### src/rtl/teclado_varredura.sv
// 4x4 matrix keypad scanner: drives one column low at a time, debounces the
// row reading at each column tick and reports accepted presses with a one-cycle pulse.
module teclado_varredura #(
   parameter int unsigned SCAN_DIV = 50000,
   parameter int unsigned DEBOUNCE = 4
) (
   input  logic       clock,
   input  logic       reset,
   input  logic       enable,
   input  logic [3:0] linhas,
   output logic [3:0] colunas,
   output logic [3:0] tecla,
   output logic       tecla_valida,
   output logic       tecla_pressionada
);

   localparam int unsigned DW = (SCAN_DIV > 1) ? $clog2(SCAN_DIV) : 1;
   localparam int unsigned CW = $clog2(DEBOUNCE + 1);

   typedef enum logic [1:0] {ST_SCAN, ST_DEBOUNCE, ST_PRESSED} state_t;

   state_t          state;
   logic [3:0]      linhas_m;
   logic [3:0]      linhas_s;
   logic [DW-1:0]   div;
   logic [1:0]      col;
   logic [CW-1:0]   match_cnt;
   logic [CW-1:0]   rel_cnt;
   logic [3:0]      codigo;

   logic            tick;
   logic            key_present;
   logic [1:0]      row_idx;
   logic [3:0]      code_now;
   logic [1:0]      col_next;

   // Lowest-index low row wins when several rows are pressed together.
   always_comb begin
      row_idx = 2'd0;
      for (int i = 3; i >= 0; i--) begin
         if (!linhas_s[i]) row_idx = 2'(i);
      end
   end

   assign tick        = (div == DW'(SCAN_DIV - 1));
   assign key_present = (linhas_s != 4'hF);
   assign code_now    = {row_idx, col};
   assign col_next    = col + 2'd1;

   always_ff @(posedge clock) begin
      if (reset) begin
         linhas_m          <= 4'hF;
         linhas_s          <= 4'hF;
         state             <= ST_SCAN;
         div               <= '0;
         col               <= 2'd0;
         colunas           <= 4'b1110;
         match_cnt         <= '0;
         rel_cnt           <= '0;
         codigo            <= 4'h0;
         tecla             <= 4'h0;
         tecla_valida      <= 1'b0;
         tecla_pressionada <= 1'b0;
      end else begin
         linhas_m     <= linhas;
         linhas_s     <= linhas_m;
         tecla_valida <= 1'b0;
         if (!enable) begin
            state             <= ST_SCAN;
            div               <= '0;
            col               <= 2'd0;
            colunas           <= 4'b1111;
            match_cnt         <= '0;
            rel_cnt           <= '0;
            tecla_pressionada <= 1'b0;
         end else begin
            div     <= tick ? '0 : div + DW'(1);
            colunas <= ~(4'b0001 << col);
            if (tick) begin
               case (state)
                  ST_SCAN: begin
                     if (key_present && DEBOUNCE == 1) begin
                        tecla             <= code_now;
                        tecla_valida      <= 1'b1;
                        tecla_pressionada <= 1'b1;
                        rel_cnt           <= '0;
                        state             <= ST_PRESSED;
                     end else if (key_present) begin
                        codigo    <= code_now;
                        match_cnt <= CW'(1);
                        state     <= ST_DEBOUNCE;
                     end else begin
                        col     <= col_next;
                        colunas <= ~(4'b0001 << col_next);
                     end
                  end
                  ST_DEBOUNCE: begin
                     if (key_present && code_now == codigo) begin
                        if (match_cnt + CW'(1) == CW'(DEBOUNCE)) begin
                           tecla             <= codigo;
                           tecla_valida      <= 1'b1;
                           tecla_pressionada <= 1'b1;
                           match_cnt         <= '0;
                           rel_cnt           <= '0;
                           state             <= ST_PRESSED;
                        end else begin
                           match_cnt <= match_cnt + CW'(1);
                        end
                     end else begin
                        match_cnt <= '0;
                        col       <= col_next;
                        colunas   <= ~(4'b0001 << col_next);
                        state     <= ST_SCAN;
                     end
                  end
                  ST_PRESSED: begin
                     // Any low row, even a different key, keeps the press alive.
                     if (key_present) begin
                        rel_cnt <= '0;
                     end else if (rel_cnt + CW'(1) == CW'(DEBOUNCE)) begin
                        rel_cnt           <= '0;
                        tecla_pressionada <= 1'b0;
                        col               <= col_next;
                        colunas           <= ~(4'b0001 << col_next);
                        state             <= ST_SCAN;
                     end else begin
                        rel_cnt <= rel_cnt + CW'(1);
                     end
                  end
                  default: state <= ST_SCAN;
               endcase
            end
         end
      end
   end

endmodule

### config.mk
export PLATFORM = sky130hd
export DESIGN_NAME = teclado_varredura
export DESIGN_NICKNAME = d
export VERILOG_FILES = /design/src/rtl/teclado_varredura.sv
export SDC_FILE = /design/constraint.sdc
export NUM_CORES = 1
export LEC_CHECK = 0
export CORE_MARGIN = 2
export CORE_UTILIZATION = 35
export DETAILED_ROUTE_END_ITERATION = 12
export SLEW_MARGIN = 15
export SYNTH_ARGS = -nofsm -noshare
export SYNTH_HDL_FRONTEND = slang
export SYNTH_SLANG_ARGS = --single-unit
### constraint.sdc
create_clock -name clock -period 3.02 [get_ports clock]
set_input_delay 0.453 -clock clock [delete_from_list [all_inputs] [get_ports clock]]
set_output_delay 0.453 -clock clock [all_outputs]
set_load 0.005 [all_outputs]
==> results of run 1 <==
[placed cells by master, fill, tap and decap left out, types with 2 or more instances in the layout]
master / instances
nor2_1: 43
clkinv_4: 2
nor2b_1: 7
inv_1: 3
nand3b_1: 2
or4_1: 2
o211ai_1: 2
o21ai_0: 13
and4_1: 3
nand4_1: 3
o22ai_1: 2
a31oi_1: 4
xor2_1: 6
nor4_4: 2
clkbuf_8: 5
nor3_1: 4
and3_1: 5
buf_4: 2
nand2b_1: 5
or2_2: 8
dfxtp_1: 48
a21oi_1: 9
nand2_1: 20
xnor2_1: 11
nand3_1: 10
ha_1: 9
mux2i_1: 8
clkdlybuf4s50_1: 16
[Yosys cell counts (7+ instances only)]
cell       n  area [um^2]
nand2_1   20         75.1
clkbuf_1   7         26.3
nand3_1   10         50.1
ha_1       9          113
or2_2      8         50.1
dfxtp_1   48          961
o21ai_0   13         65.1
a21oi_1    9         45.0
nor2b_1    7         43.8
nor2_1    43          161
xnor2_1   11         96.3
mux2i_1    8         80.1
[sequential cells by signal (all words and copies together), names as in the netlist, 2 cells and up]
signal and flops:
state 2, rel_cnt 3, linhas_s 4, col 2, match_cnt 3, div 16
tecla 4, codigo 4, linhas_m 4, colunas 4
[where the power goes]
part           switching [mW]  internal, mW  total, mW
Sequential            0.00404         0.639      0.643
Combinational          0.0337        0.0251     0.0588
Clock                   0.229         0.250      0.478
Total                   0.267         0.914       1.18
[how the worst max path moves through the flow]
| stage | endpoint | start | cells past startpoint |
|---|---|---|---|
| 5_1_grt | tecla[3] | div[0] | 7 |
| 3_5_place_dp | tecla[2] | div[0] | 7 |
| 4_1_cts | tecla[2] | div[0] | 7 |
| 3_3_place_gp | div[7] | div[4] | 4 |
| 2_1_floorplan | match_cnt[2] | div[5] | 6 |
| 6_report | tecla[2] | div[0] | 7 |
[per-stage QoR]
step | worst slack (ns) | instance area (um^2) | cells | util
floorplan | 0.897 | 2280 | 257 | -
global placement | 0.849 | 2510 | 343 | 0.398
detailed placement | 0.745 | 2510 | 343 | 0.398
CTS | 0.755 | 2630 | 351 | 0.416
global route | 0.555 | 2630 | 351 | 0.416
finish | 0.775 | 2630 | 351 | 0.416
[cell type report]
cell class / count / area [um^2]
timing repair buffer: 18 / 175
clock inverter: 3 / 47.5
clock buffer: 5 / 68.8
multi-input combinational: 197 / 1270
tap: 77 / 96.3
inverter: 3 / 11.3
sequential: 48 / 961
fill: 650 / 3680
[cells by family after synthesis]
group | count (synthesis)
and+or+nand+nor | 125
muxes | 9
AOI/OAI and AO/OA | 37
xor gates and xnor gates | 17
adders and majority gates | 9
buffers and inverters | 12
DFF | 48
[worst reg2reg max path, delay by kind of cell, from the launching register on]
family,cells,cell delay [ns]
adder cells (fa/ha/maj),1,0.22
flip-flops,1,0.39
multiplexers,1,0.24
AND/OR/NAND/NOR,5,1.31
[per-layer routing]
layer	vias to the layer above	GRT usage
met1	821	0.169
li1	928	-
met3	6	0.0305
met4	0	0.0462
met5	-	0
met2	29	0.191
==> metrics.md, run 1 <==
| Metric | Value |
|---|---|
| Run status | `complete, no violations` |
| Avg Cell Area, Syn | `8.88 um^2` |
| Post-synthesis sequential area ratio | `0.421` |
| Slew margin rel. | `0.545` |
| Min-delay worst type | `flop to flop` |
| Yosys warns | `0` |
| Layout cells sized above 1 | `0.106` |
| Pleak | `0.928 nW` |
| Met2 WL post-DR | `roughly 1800 um` |
| Cell Chain, Critical Path | `ha_1 -> nand4_1 -> nor4_4 -> nand3_1 -> nor4_4 -> mux2i_1 -> nor2_1` |
| CTS buffer count | `5` |
| Max incr delay on CP | `~0.45 ns` |
| Hold Path Sink | `linhas_s[0]` |
| Critical path buffer and inverter count | `0` |
| Terminus of the critical flop-to-flop path | `tecla[2]` |
| Final WL | `~4300 um` |
| Worst skew pair latency | `slightly above 0.3 ns` |
| Mux cell area share after synthesis | `0.0400` |
| Synthesized cell area | `2280 um^2` |
| Cts-stage hold buffer count | `0` |
| Overall Power | `1.18 mW` |
| Routability Congestion | `0.774` |
| HP Start | `linhas_m[0]` |
| Routed via count | `roughly 1800` |
| Crit end category | `flop` |
| Initial antenna violation count | `0` |
| Met1 WL | `roughly 2200 um` |
| Worst path most repeated cell | `nor4_4` |
| Max clock buf depth | `2` |
| Fin. max-slew vios | `0` |
| FP Rows | `29` |
| Initial DRC count | `110` |
| Drt drc | `0` |
| Die area | `around 7000 um^2` |
| Hold Path Cell Cnt | `1` |
| Initial core utilization | `0.362` |
| First-pass GRT wire length | `roughly 7300 um` |
| VDD IR max | `approximately 0.18 mV` |
| Area Overhead vs Synth | `15.1%` |
| Chip height | `approximately 85 um` |
| # diodes | `0` |
| Setup Buffers After CTS | `0` |
| Drt wl/cell | `12.1 um` |
| Synth async-reset ratio | `0` |
| Remaining global-route overflow | `0` |
| Max-cap violations | `0` |
| Fmax | `~0.45 GHz` |
| Worst Reg2Reg Path Length in Cells | `7` |
| R2r startpoint | `div[0]` |
| Cts repair resizes | `0` |
| Area share of fa/ha/maj cells after synthesis | `0.0493` |
| Minimum clock period | `between 2 and 2.5 ns` |
| NumNets Final | `289` |
| Slowest cell on crit path | `nor4_4` |
| Core Area | `around 6300 um^2` |
| Highest Signal Layer | `met4` |
| Synthesized instance count | `257` |
| CTS tree | `yes` |
| Xor and xnor area share after synthesis | `0.0652` |
| PortBufs | `16` |
| Critical path class | `flop to flop` |
| Fin crit share | `0.743` |
| CTS clk-pin slew, worst paths | `around 0.09 ns` |
| Worst Tran Pin Value | `roughly 0.68 ns` |
| Delay-heaviest family, CP | `simple AND/OR/NAND/NOR gates` |
| Drt pass-1 iters | `4` |
| Compound-Gate Fraction of Synth Area | `0.0997` |
| Post-DP HPWL | `slightly above 3000 um` |
| WL met3 | `between 150 and 200 um` |
| Required time of the critical path | `roughly 3.2 ns` |
| CTS sink count | `48` |
| Top_reg_cell synth | `dfxtp_1` |
| Die X | `around 85 um` |
| P per Cell Area | `449 nW/um^2` |
| Crit start category | `flop` |
| Reg-to-reg slack, setup | `between 0.7 and 0.8 ns` |
| Vias per Instance | `roughly 5.1` |
| Syn_nets | `about 270` |
| RSZ-0062 raised after global routing | `no` |
| Synth cell types | `46` |
| WP data arrival | `approximately 2.4 ns` |
| Vias in the first global route | `between 1500 and 2000` |
| Htree depth | `2` |
| Final Skew | `around 0.011 ns` |
| Number of synthesized flops with an enable pin | `0` |
| Critical path peak fanout | `5` |
| Largest net degree at the start of global routing | `23` |
| Fin Setup TNS | `0 ns` |
| #FFs+latches synth | `48` |
| Simple-gate portion of the synthesized area | `0.301` |
| Largest family of logic cells by synthesized area | `simple AND/OR/NAND/NOR gates` |
| Total track usage | `0.124` |
| DRT antenna net count | `0` |
| Fin. Hold Viols | `0` |
| Final setup viols | `0` |
| # IOs | `17` |
| Hold WS | `~0.42 ns` |
| CTS Root Cell | `clkbuf_8` |
Note: power is estimated with default switching activity, not from simulation.
==> inputs of run 2 (changes only) <==
==> constraint.sdc (replaced) <==
create_clock -name clock -period 2.2 [get_ports clock]
set_input_delay 0.33 -clock clock [delete_from_list [all_inputs] [get_ports clock]]
set_output_delay 0.33 -clock clock [all_outputs]
set_load 0.005 [all_outputs]
==> run 2 against run 1 <==
Effect of this change:
- fmax grew 5.5%
- sequential share of layout area shrank 1.6 points
- core utilization grew 1.9 points
- die area is the same
- clock power grew 33%
- combinational power grew 55%
- flip-flop and latch count is the same
- final area grew 4.6%
- first-iteration DRC count grew 26%
- wire length grew 5.3%
- critical path depth shrank 1
- critical endpoint is now codigo[2]
==> metrics.md, run 2 (same netlist as run 1, synthesis figures left out) <==
| Metric | Value |
|---|---|
| Run status | `complete, no violations` |
| Max-cap violations | `0` |
| Final setup viols | `0` |
| HP Start | `linhas_m[1]` |
| Post-DP Area | `2610 um^2` |
| CTS sink count | `48` |
| Placed Cells incl. Taps | `~360` |
| Max clock buf depth | `2` |
| DRT antenna net count | `0` |
| Commonest non-fill, non-tap cell in the layout | `dfxtp_1` |
| Hold Path Cell Cnt | `1` |
| Post-DP HPWL | `approximately 3400 um` |
| Pint | `between 1 and 1.5 mW` |
| Fin. Hold Viols | `0` |
| Flop pwr share | `0.549` |
| Switch share | `0.219` |
| Min-delay worst type | `flop to flop` |
| Initial antenna violation count | `0` |
| Slew margin rel. | `0.540` |
| CTS Root Cell | `clkbuf_8` |
| R2r startpoint | `div[5]` |
| Chip height | `between 80 and 90 um` |
| Worst Reg2Reg Path Length in Cells | `6` |
| Area Overhead vs Synth | `20.4%` |
| Initial core utilization | `0.362` |
| Crit start category | `flop` |
| Drt drc | `0` |
| FP Rows | `29` |
| Core Area | `approximately 6300 um^2` |
| Worst skew pair latency | `0.30 ns` |
| CTS buffer count | `5` |
| Final Cell Area | `2750 um^2` |
| Critical path class | `flop to flop` |
| Die area | `7190 um^2` |
| Top reg by flops | `div` |
| PortBufs | `16` |
| # diodes | `0` |
| Die X | `about 85 um` |
| Total track usage | `0.132` |
| WP data arrival | `between 2 and 2.5 ns` |
| VDD IR max | `roughly 0.28 mV` |
| Remaining global-route overflow | `0` |
| Pleak | `1.00 nW` |
| Layout cells sized above 1 | `0.162` |
| CTS tree | `yes` |
| Reg-to-reg slack, setup | `0.07 ns` |
| Final WL | `4480 um` |
| Drt wl/cell | `around 12 um` |
| Routability Congestion | `~0.83` |
| Crit end category | `flop` |
| Htree depth | `2` |
| Max FFs per register | `16` |
| Overall Power | `1.61 mW` |
| Initial DRC count | `approximately 140` |
| NumNets Final | `305` |
| Minimum clock period | `approximately 2.1 ns` |
| Fmax | `about 0.47 GHz` |
| Critical path peak fanout | `5` |
| Most frequent cells in the layout | `dfxtp_1, nor2_1, nand2_1, buf_4, clkdlybuf4s50_1` |
| Non-Filler Instances | `about 370` |
| Hold Path Sink | `linhas_s[1]` |
| Worst Tran Pin Value | `approximately 0.69 ns` |
| Required time of the critical path | `about 2.4 ns` |
| Combinational share of power | `0.057` |
| Vias in the first global route | `between 1500 and 2000` |
| Vias per Instance | `between 5 and 6` |
| Clock group share of total power | `0.395` |
| P per Cell Area | `around 600 nW/um^2` |
| Largest net degree at the start of global routing | `17` |
| Drt pass-1 iters | `4` |
| CTS clk-pin slew, worst paths | `around 0.09 ns` |
| Fin. max-slew vios | `0` |
| P_sw | `approximately 0.35 mW` |
| Terminus of the critical flop-to-flop path | `codigo[2]` |
| Final Skew | `~0.0053 ns` |
| # IOs | `17` |
| First-pass GRT wire length | `7690 um` |
| Routed via count | `between 1500 and 2000` |
| Fin crit share | `0.967` |
==> run 2: worst max path at each step <==
stage                       from      endpoint  slack [ns]  cells after the start
after detailed placement  div[0]      tecla[0]        0.06                      7
final                     div[5]     codigo[2]        0.07                      6
after CTS                 div[0]      tecla[0]        0.04                      7
after floorplan           div[5]  match_cnt[2]        0.08                      6
after global routing      div[0]      tecla[0]       -0.01                      8
after global placement    div[0]  match_cnt[2]        0.12                      6
==> run 2: per-stage QoR <==
stage / TNS, ns / utilization / setup slack [ns] / hold WS (ns)
after CTS: 0 / 0.431 / 0.0412 / 0.421
after global placement: 0 / 0.413 / 0.120 / 0.392
after global routing: -0.0117 / 0.436 / -0.0117 / 0.427
after detailed placement: 0 / 0.413 / 0.0589 / 0.397
after floorplan: 0 / - / 0.0768 / 0.389
final: 0 / 0.436 / 0.0718 / 0.417
==> run 2: final cells by class <==
class / count / area (um^2)
well taps: 77 / 96.3
flip-flops and latches: 48 / 962
multi-input cells: 197 / 1270
clock buffers: 5 / 68.8
inverters: 3 / 11.3
clock inverters: 3 / 42.5
repair buffers: 34 / 295
fillers: 657 / 3560
==> run 2: power by group through the flow <==
| stage | Combinational (mW) | Sequential, mW | Clock (mW) |
|---|---|---|---|
| floorplan | 0.0538 | 0.902 | 0 |
| CTS | 0.0896 | 0.883 | 0.659 |
| detailed placement | 0.0896 | 0.903 | 0 |
| global placement | 0.0886 | 0.903 | 0 |
| global route | 0.102 | 0.884 | 0.696 |
| finish | 0.0913 | 0.883 | 0.635 |
==> run 2: critical path, stage by stage, from the launching register on <==
cell and delay, ns:
dfxtp_2 0.35, or4b_4 0.57, nor4_4 0.32, buf_4 0.18, and3_1 0.31, mux2i_1 0.24
nor2_1 0.05
==> run 2: what timing repair did <==
action	in CTS	in global routing
setup endpoints to repair	0	27
hold endpoints to repair	0	0
gates resized for setup	0	2
hold buffers	0	0
setup buffers	0	3
==> run 2: metal layers <==
layer	part of all wire	global-route usage
met3	0.044	0.0295
met1	0.48	0.181
met5	0	0
met2	0.45	0.201
met4	0.022	0.0563
==> inputs of run 3 (changes only) <==
--- a/config.mk
+++ b/config.mk
@@ -5,6 +5,7 @@
 export SDC_FILE = /design/constraint.sdc
 export NUM_CORES = 1
 export LEC_CHECK = 0
+export CAP_MARGIN = 20
 export CORE_MARGIN = 2
 export CORE_UTILIZATION = 35
 export DETAILED_ROUTE_END_ITERATION = 12
==> constraint.sdc (replaced) <==
create_clock -name clock -period 2.18 [get_ports clock]
set_input_delay 0.327 -clock clock [delete_from_list [all_inputs] [get_ports clock]]
set_output_delay 0.327 -clock clock [all_outputs]
set_load 0.005 [all_outputs]
==> run 3 against run 2 <==
Effect of this change:
- first-iteration DRC count grew 2.2%
- cell count up 0.27%
- die area did not move
- sequential share of layout area decreased by 0.27 points
- clock skew grew 0.0016 ns
- clock power up 5.5%
- final area grew 0.64%
- critical path type unchanged
- sequential power increased by 0.9%
- non-clock buffer count grew 1
- worst setup slack improved by 0.034 ns
==> metrics.md, run 3 (same netlist as run 1, synthesis figures left out) <==
| Metric | Value |
|---|---|
| Initial antenna violation count | `0` |
| Overall Power | `about 1.7 mW` |
| Run status | `complete, no violations` |
| Final WL | `about 4500 um` |
| Max incr delay on CP | `roughly 0.54 ns` |
| Clock group share of total power | `0.405` |
| Reg-to-reg slack, setup | `approximately 0.11 ns` |
| Core Area | `roughly 6300 um^2` |
| P_sw | `0.379 mW` |
| CTS clk-pin slew, worst paths | `0.09 ns` |
| VDD IR max | `roughly 0.34 mV` |
| Worst skew pair latency | `0.31 ns` |
| Max clock buf depth | `2` |
| Most frequent cells in the layout | `dfxtp_1, nor2_1, nand2_1, buf_4, clkdlybuf4s50_1` |
| # IOs | `17` |
| CTS Root Cell | `clkbuf_8` |
| Min-delay worst type | `flop to flop` |
| Fmax | `roughly 0.48 GHz` |
| Critical Path Sink | `match_cnt[2]` |
| Drt wl/cell | `about 12 um` |
| Die area | `7190 um^2` |
| Initial core utilization | `0.362` |
| Initial DRC count | `roughly 140` |
| Commonest non-fill, non-tap cell in the layout | `dfxtp_1` |
| Final Cell Area | `roughly 2800 um^2` |
| Fin. Hold Viols | `0` |
| Post-DP HPWL | `between 3000 and 4000 um` |
| WP data arrival | `between 2 and 2.5 ns` |
| Flop pwr share | `0.539` |
| Drt pass-1 iters | `4` |
| Htree depth | `2` |
| Layout cells sized above 1 | `0.158` |
| Cell Chain, Critical Path | `ha_1 -> nand4_1 -> buf_4 -> or4_4 -> or3_4 -> nand2_1 -> a21oi_1` |
| Terminus of the critical flop-to-flop path | `match_cnt[2]` |
| Max-cap violations | `0` |
| Final Skew | `0.00696 ns` |
| Remaining global-route overflow | `0` |
| Final setup viols | `0` |
| Slowest cell on crit path | `or4_4` |
| Fin crit share | `0.952` |
| Final core utilization | `0.438` |
| Pleak | `between 1 and 1.5 nW` |
| CTS tree | `yes` |
| Switch share | `0.229` |
| Max FFs per register | `16` |
| Crit end category | `flop` |
| Minimum clock period | `2.07 ns` |
| R2r startpoint | `div[0]` |
| Total track usage | `0.138` |
| Chip height | `84.8 um` |
| Area Overhead vs Synth | `21.2%` |
| Register area | `961 um^2` |
| First-pass GRT wire length | `around 7900 um` |
| Critical path class | `flop to flop` |
| Worst path depth | `7` |
| Combinational share of power | `0.056` |
| Drt drc | `0` |
| Multi-input gate area | `around 1300 um^2` |
| Worst Tran Pin Value | `roughly 0.66 ns` |
| Vias in the first global route | `around 1700` |
| Cts repair resizes | `0` |
| DRT antenna net count | `0` |
| RSZ-0062 raised after global routing | `yes` |
| Fillcell total | `between 600 and 700` |
| PortBufs | `16` |
| Worst Setup SP | `div[0]` |
| Pint | `about 1.3 mW` |
| P per Cell Area | `598 nW/um^2` |
| Crit start category | `flop` |
| Slew margin rel. | `0.560` |
| FP Rows | `29` |
| CTS sink count | `48` |
| Cts-stage hold buffer count | `0` |
| Largest net degree at the start of global routing | `17` |
| Worst Reg2Reg Path Length in Cells | `7` |
| Critical path buffer and inverter count | `1` |
| Required time of the critical path | `between 2 and 2.5 ns` |
| Critical path peak fanout | `5` |
| NumNets Final | `about 300` |
| CTS buffer count | `5` |
| Fin. max-slew vios | `0` |
| Die X | `84.8 um` |
| Vias per Instance | `4.97` |
| Post-DP Area | `between 2000 and 3000 um^2` |
| Top reg by flops | `div` |
| # diodes | `0` |
| Routed via count | `around 1800` |
| Routability Congestion | `0.875` |
| Delay-heaviest family, CP | `simple AND/OR/NAND/NOR gates` |
run 3: changes by cell type in the layout (fill, tap and decap cells not counted):
cell and change:
buf_12 +1, dfxtp_1 +1, inv_6 +1, nand3_1 +1, nand3_2 -1, clkinv_2 -1
dfxtp_2 -1
run 3: metrics by stage:
| step | setup TNS (ns) | setup WS, ns | instances | hold WS [ns] |
|---|---|---|---|---|
| floorplan | 0 | 0.0568 | 257 | 0.389 |
| global placement | 0 | 0.0970 | 358 | 0.392 |
| detailed placement | 0 | 0.0425 | 358 | 0.395 |
| CTS | 0 | 0.0151 | 366 | 0.418 |
| global route | -0.0236 | -0.0210 | 368 | 0.428 |
| finish | 0 | 0.106 | 368 | 0.411 |
run 3: power by group through the flow:
stage          sequential (mW)  clock (mW)  combinational, mW
5_1_grt                  0.893       0.738              0.104
4_1_cts                  0.891       0.699             0.0926
2_1_floorplan            0.910           0             0.0543
3_3_place_gp             0.911           0             0.0913
3_5_place_dp             0.912           0             0.0920
6_report                 0.891       0.670             0.0931
run 3: final cells by class:
type                       instances  area share
multi-input combinational        197       0.458
sequential                        48       0.347
timing repair buffer              35       0.114
tap                               77      0.0348
clock buffer                       5      0.0249
clock inverter                     3      0.0167
inverter                           3     0.00407
run 3: per-layer routing:
layer / wire [um] / GRT usage
met2: 2000 / 0.210
met1: 2240 / 0.185
met4: 91 / 0.0649
met5: 0 / 0
met3: 137 / 0.0305
run 3: what timing repair did:
action	CTS	global route
setup buffers	0	2
hold endpoints to repair	0	0
setup endpoints to repair	0	33
run 3: worst min-delay path by stage:
| stage | from | to | slack, ns | cells after the start |
|---|---|---|---|---|
| after global routing | linhas_m[1] | linhas_s[1] | 0.43 | 1 |
| after global placement | linhas_m[3] | linhas_s[3] | 0.39 | 1 |
| after detailed placement | linhas_m[1] | linhas_s[1] | 0.39 | 1 |
| after CTS | linhas_m[2] | linhas_s[2] | 0.42 | 1 |
| after floorplan | linhas_m[0] | linhas_s[0] | 0.39 | 1 |
| final | linhas_m[2] | linhas_s[2] | 0.41 | 1 |
==> variant 1 (config.mk and constraints of run 3) <==
Make the reset (`reset`) asynchronous in one clocked block.
--- a/src/rtl/teclado_varredura.sv
+++ b/src/rtl/teclado_varredura.sv
@@ -47,7 +47,7 @@
    assign code_now    = {row_idx, col};
    assign col_next    = col + 2'd1;
 
-   always_ff @(posedge clock) begin
+   always_ff @(posedge clock or posedge reset) begin
       if (reset) begin
          linhas_m          <= 4'hF;
          linhas_s          <= 4'hF;
Formal check against the unedited RTL: differs if reset is asserted again (counterexample within 4 cycles, from zero or initial values and one cycle with reset high); with reset held inactive, the same outputs for 10 cycles.
==> variant 1 against run 3 <==
- area after synthesis grew 10%
- routed wire length grew 10%
- sequential cell count is the same
- design area grew 6.1%
- synthesized cell count shrank 8.2%
- via count shrank 1.1%
- maximum frequency grew 1.2%
- combinational power grew 2.7%
- total power shrank 4.1%
- setup slack gained 25 ps
- die area grew 9.5%
- sequential power grew 3.5%
==> variant 1: results (changes against run 3) <==
| Stage | Result | Reported | Delta |
|:---|:---|:---|:---|
| synth | Yosys cell types | 51 | was 46 |
| critical path | Start point of the critical path | div[1] | was div[0] |
| finish | Sequential cell count | 48 | unchanged |
| sta | Worst slew margin relative to its limit | 0.7205 | was 0.5600 |
| detailed routing | Routed metal-1 wirelength | 2363 µm | was 2243 µm |
| sta | Max Clock Skew | 6.975 ps | was 6.958 ps |
| finish | Clock buffers and inverters, area share | 0.03323 | was 0.04159 |
| global route | Number of global-route vias before repair | 1856 | was 1735 |
| finish | Combined area of the multi-input logic cells | 1240 µm² | was 1269 µm² |
| finish | Share of layout cells above drive strength 1 | 0.1801 | was 0.1581 |
| finish | Multi-input gates | 173 | was 197 |
| run status | Status | finished, final reports clean | unchanged |
| pwr | Power per standard cell area | 540.4 nW/µm² | was 597.8 nW/µm² |
| global route | Maximum number of pins on one net before global-route repair | 49 | was 17 |
| synth | Prevailing post-synth register cell | sky130_fd_sc_hd__dfrtp_1 | was sky130_fd_sc_hd__dfxtp_1 |
| placement | Placed Cells | 346 | was 358 |
| sta | Crit share post-route | 0.9402 | was 0.9516 |
| critical path | Top fanout value on the critical path | 10 | was 5 |
| finish | NumNets Final | 276 | was 306 |
| synth | Most frequent cells after synthesis | sky130_fd_sc_hd__dfrtp_1 (37), sky130_fd_sc_hd__nor2_1 (23), sky130_fd_sc_hd__nand2_1 (15) | was sky130_fd_sc_hd__dfxtp_1 (48), sky130_fd_sc_hd__nor2_1 (43), sky130_fd_sc_hd__nand2_1 (20) |
| synth | Main area contributors after synthesis | sky130_fd_sc_hd__dfrtp_1 (37%), sky130_fd_sc_hd__dfstp_2 (12%), sky130_fd_sc_hd__ha_1 (4.5%) | was sky130_fd_sc_hd__dfxtp_1 (42%), sky130_fd_sc_hd__nor2_1 (7.1%), sky130_fd_sc_hd__ha_1 (4.9%) |
| floorplan | Well-tap cell count | 96 | was 77 |
| hold path | Origin of the worst min-delay path | linhas_m[0] | was linhas_m[2] |
| detailed routing | Wirelength, routed | 4939 µm | was 4475 µm |
| pwr | Leakage power | 1.256 nW | was 1.016 nW |
| pwr | Worst vdd ir | 292.4 µV | was 340.2 µV |
| detailed routing | Via count | 1809 | was 1830 |
| global route | Global routing met1 resource utilization | 0.1936 | was 0.1848 |
| placement | Hpwl dp | 3482 µm | was 3141 µm |
| placement | Worst-case setup slack after placement | 99.32 ps | was 42.52 ps |
| finish | Final Non-Filler Cells | 357 | was 368 |
| detailed routing | Met3 WL | 191 µm | was 137 µm |
| detailed routing | Number of violations reported at the end of detailed-routing iteration 0 | 124 | was 142 |
| placement | Placed cell area | 2815 µm² | was 2638 µm² |
| sta | WHS | 360.0 ps | was 410.8 ps |
| critical path | Flop2flop setup slack | 130 ps | was 110 ps |
| critical path | Endpoint of the worst register-to-register path | col[0] | was match_cnt[2] |
| finish | Buffering overhead | 0.07925 | was 0.1139 |
| finish | Number of signal-net inverters in the final layout | 8 | was 3 |
| global route | Met2 Usage GRT | 0.2239 | was 0.2105 |
[variant 1: changes by cell type after synthesis, moves of 5 or more]
cell / run 3 / this run
sky130_fd_sc_hd__dfstp_2: 0 / 11
sky130_fd_sc_hd__or2_2: 8 / 0
sky130_fd_sc_hd__nand2_1: 20 / 15
sky130_fd_sc_hd__nor2b_1: 7 / 2
sky130_fd_sc_hd__or3_1: 0 / 5
sky130_fd_sc_hd__inv_1: 3 / 8
sky130_fd_sc_hd__dfrtp_1: 0 / 37
sky130_fd_sc_hd__mux2i_1: 8 / 1
sky130_fd_sc_hd__nor2_1: 43 / 23
sky130_fd_sc_hd__dfxtp_1: 48 / 0
[variant 1: cell families (layout without fill, tap and decap cells)]
family                   Yosys count  after routing  share of synthesized area
AO/OA/AOI/OAI                     51             51                     0.1444
XOR/XNOR                          15             15                    0.05528
adder cells (fa/ha/maj)            9              9                    0.04482
buffers and inverters             15             40                    0.02291
flip-flops                        48             48                     0.4836
multiplexers                       6              6                    0.03237
AND/OR/NAND/NOR                   92             92                     0.2166
[variant 1: worst max-delay path, stage by stage, from the launching register on]
cell and delay [ps]:
sky130_fd_sc_hd__dfrtp_1 430, sky130_fd_sc_hd__ha_1 250, sky130_fd_sc_hd__and3_1 260, sky130_fd_sc_hd__nand4_4 200, sky130_fd_sc_hd__a31o_1 250, sky130_fd_sc_hd__a311o_1 320
sky130_fd_sc_hd__xnor2_1 180, sky130_fd_sc_hd__nor2_1 60
[variant 1: where the power goes]
group | switching, mW | internal [mW] | total (mW)
combinational | 0.0567 | 0.0389 | 0.0956
sequential | 0.0123 | 0.909 | 0.922
clock | 0.313 | 0.257 | 0.570
[variant 1: repair_timing]
item | 4_1_cts | 5_1_grt
hold endpoints to repair | 0 | 0
setup buffers | 0 | 3
endpoints found under the setup margin | 0 | 3
resized for setup | 0 | 1
==> variant 2 (settings of run 3) <==
Without the edit above. Set the parameter `DEBOUNCE` to 8 (it was 4).
--- a/src/rtl/teclado_varredura.sv
+++ b/src/rtl/teclado_varredura.sv
@@ -2,7 +2,7 @@
 // row reading at each column tick and reports accepted presses with a one-cycle pulse.
 module teclado_varredura #(
    parameter int unsigned SCAN_DIV = 50000,
-   parameter int unsigned DEBOUNCE = 4
+   parameter int unsigned DEBOUNCE = 8
 ) (
    input  logic       clock,
    input  logic       reset,
Function: same outputs for any inputs over 10 cycles, from zero or initial values and one cycle with reset high; that may be too few to reach the edited logic, so the function may still have changed.
==> variant 2 against run 3 <==
- area after synthesis grew 8.9%
- critical endpoint is now tecla[1]
- non-clock buffer count grew 14
- the flow now finishes with violations (negative setup slack)
- sequential cell count grew 2
- total power grew 9.1%
- routed wire length grew 15%
- design area grew 14%
- core utilization grew 2.5 points
- largest power group unchanged
- count of clock-buffer cells in the layout grew 1
- cell count grew 14%
- setup slack lost 130 ps
- clock power grew 19%
==> variant 2: results (changes against run 3) <==
| Stage | Result | Reported | Delta |
|:---|:---|:---|:---|
| critical path | Endpoint of the worst register-to-register path | tecla[1] | was match_cnt[2] |
| pwr | P_clk | 0.799 mW | was 0.670 mW |
| finish | Share of layout cells above drive strength 1 | 0.2099 | was 0.1581 |
| global route | Global-route wire length before repair | 8569 µm | was 7948 µm |
| detailed routing | Via count | 2037 | was 1830 |
| synth | Most frequent cells after synthesis | sky130_fd_sc_hd__dfxtp_1 (50), sky130_fd_sc_hd__nor2_1 (26), sky130_fd_sc_hd__nand2_1 (24) | was sky130_fd_sc_hd__dfxtp_1 (48), sky130_fd_sc_hd__nor2_1 (43), sky130_fd_sc_hd__nand2_1 (20) |
| sta | Final Setup Violations | 5 | was 0 |
| run status | Status | finished with violations | was finished, final reports clean |
| pwr | Sequential Power | 0.928 mW | was 0.891 mW |
| detailed routing | Number of violations reported at the end of detailed-routing iteration 0 | 57 | was 142 |
| sta | Tightest Pin Transition | 423.7 ps | was 657.1 ps |
| pwr | Worst vdd ir | 308.7 µV | was 340.2 µV |
| critical path | Arrival time worst endpoint | 2400 ps | was 2270 ps |
| placement | Final Wtd Congestion | 0.8408 | was 0.8746 |
| pwr | Sequential share of power | 0.514 | was 0.539 |
| global route | GRT Resource Usage Total | 0.1397 | was 0.1378 |
| synth | Synthesized net count | 290 | was 273 |
| run status | Violations in the final reports | negative setup slack |  |
| critical path | Worst reg2reg path depth | 5 | was 7 |
| sta | Post-layout worst setup margin | -23.87 ps | was 105.5 ps |
| global route | Maximum number of pins on one net before global-route repair | 21 | was 17 |
| pwr | Leakage power | 1.183 nW | was 1.016 nW |
| placement | Placed Cells | 409 | was 358 |
| detailed routing | Post-detailed-route wirelength per cell | 12.25 µm | was 12.16 µm |
| global route | Number of global-route vias before repair | 1895 | was 1735 |
| sta | Fin Setup TNS | -80.89 ps | was 0 ps |
variant 2: timing repair:
action                     CTS  global route
gates cloned                 1             0
gates resized for setup      1             3
setup endpoints to repair    7            12
buffers inserted             1             1
hold buffers                 0             0
pin swaps                    4             2
variant 2: routing by layer:
metal | vias to the layer above | global-route usage | wire (µm)
met5 | - | 0 | 0
met4 | 0 | 0.04821 | 49
met3 | 4 | 0.03265 | 112
met2 | 18 | 0.2310 | 2435
met1 | 943 | 0.1793 | 2546
li1 | 1072 | - | -
variant 2: logic make-up after synthesis:
logic type / Yosys count / synth area share
AO/OA/AOI/OAI: 49 / 0.1393
buffers and inverters: 14 / 0.02766
XOR/XNOR: 18 / 0.06338
AND/OR/NAND/NOR: 123 / 0.2762
adder cells (fa/ha/maj): 9 / 0.04527
multiplexers: 11 / 0.04577
flip-flops: 50 / 0.4024
variant 2: worst register-to-register path: stages (launching register included):
cell	delay [ps]
sky130_fd_sc_hd__dfxtp_1	320
sky130_fd_sc_hd__or4b_4	560
sky130_fd_sc_hd__or4_4	610
sky130_fd_sc_hd__a211oi_4	270
sky130_fd_sc_hd__nand3_2	180
sky130_fd_sc_hd__mux2i_1	160
variant 2: final cells by class:
| cell class | instances | area, µm² |
|---|---|---|
| Multi-Input combinational cell | 211 | 1456 |
| Timing Repair Buffer | 49 | 424.2 |
| Fill cell | 687 | 3665 |
| Tap cell | 96 | 120.1 |
| Sequential cell | 50 | 1001 |
| Inverter | 6 | 22.52 |
| Clock buffer | 6 | 82.58 |
| Clock inverter | 2 | 60.06 |
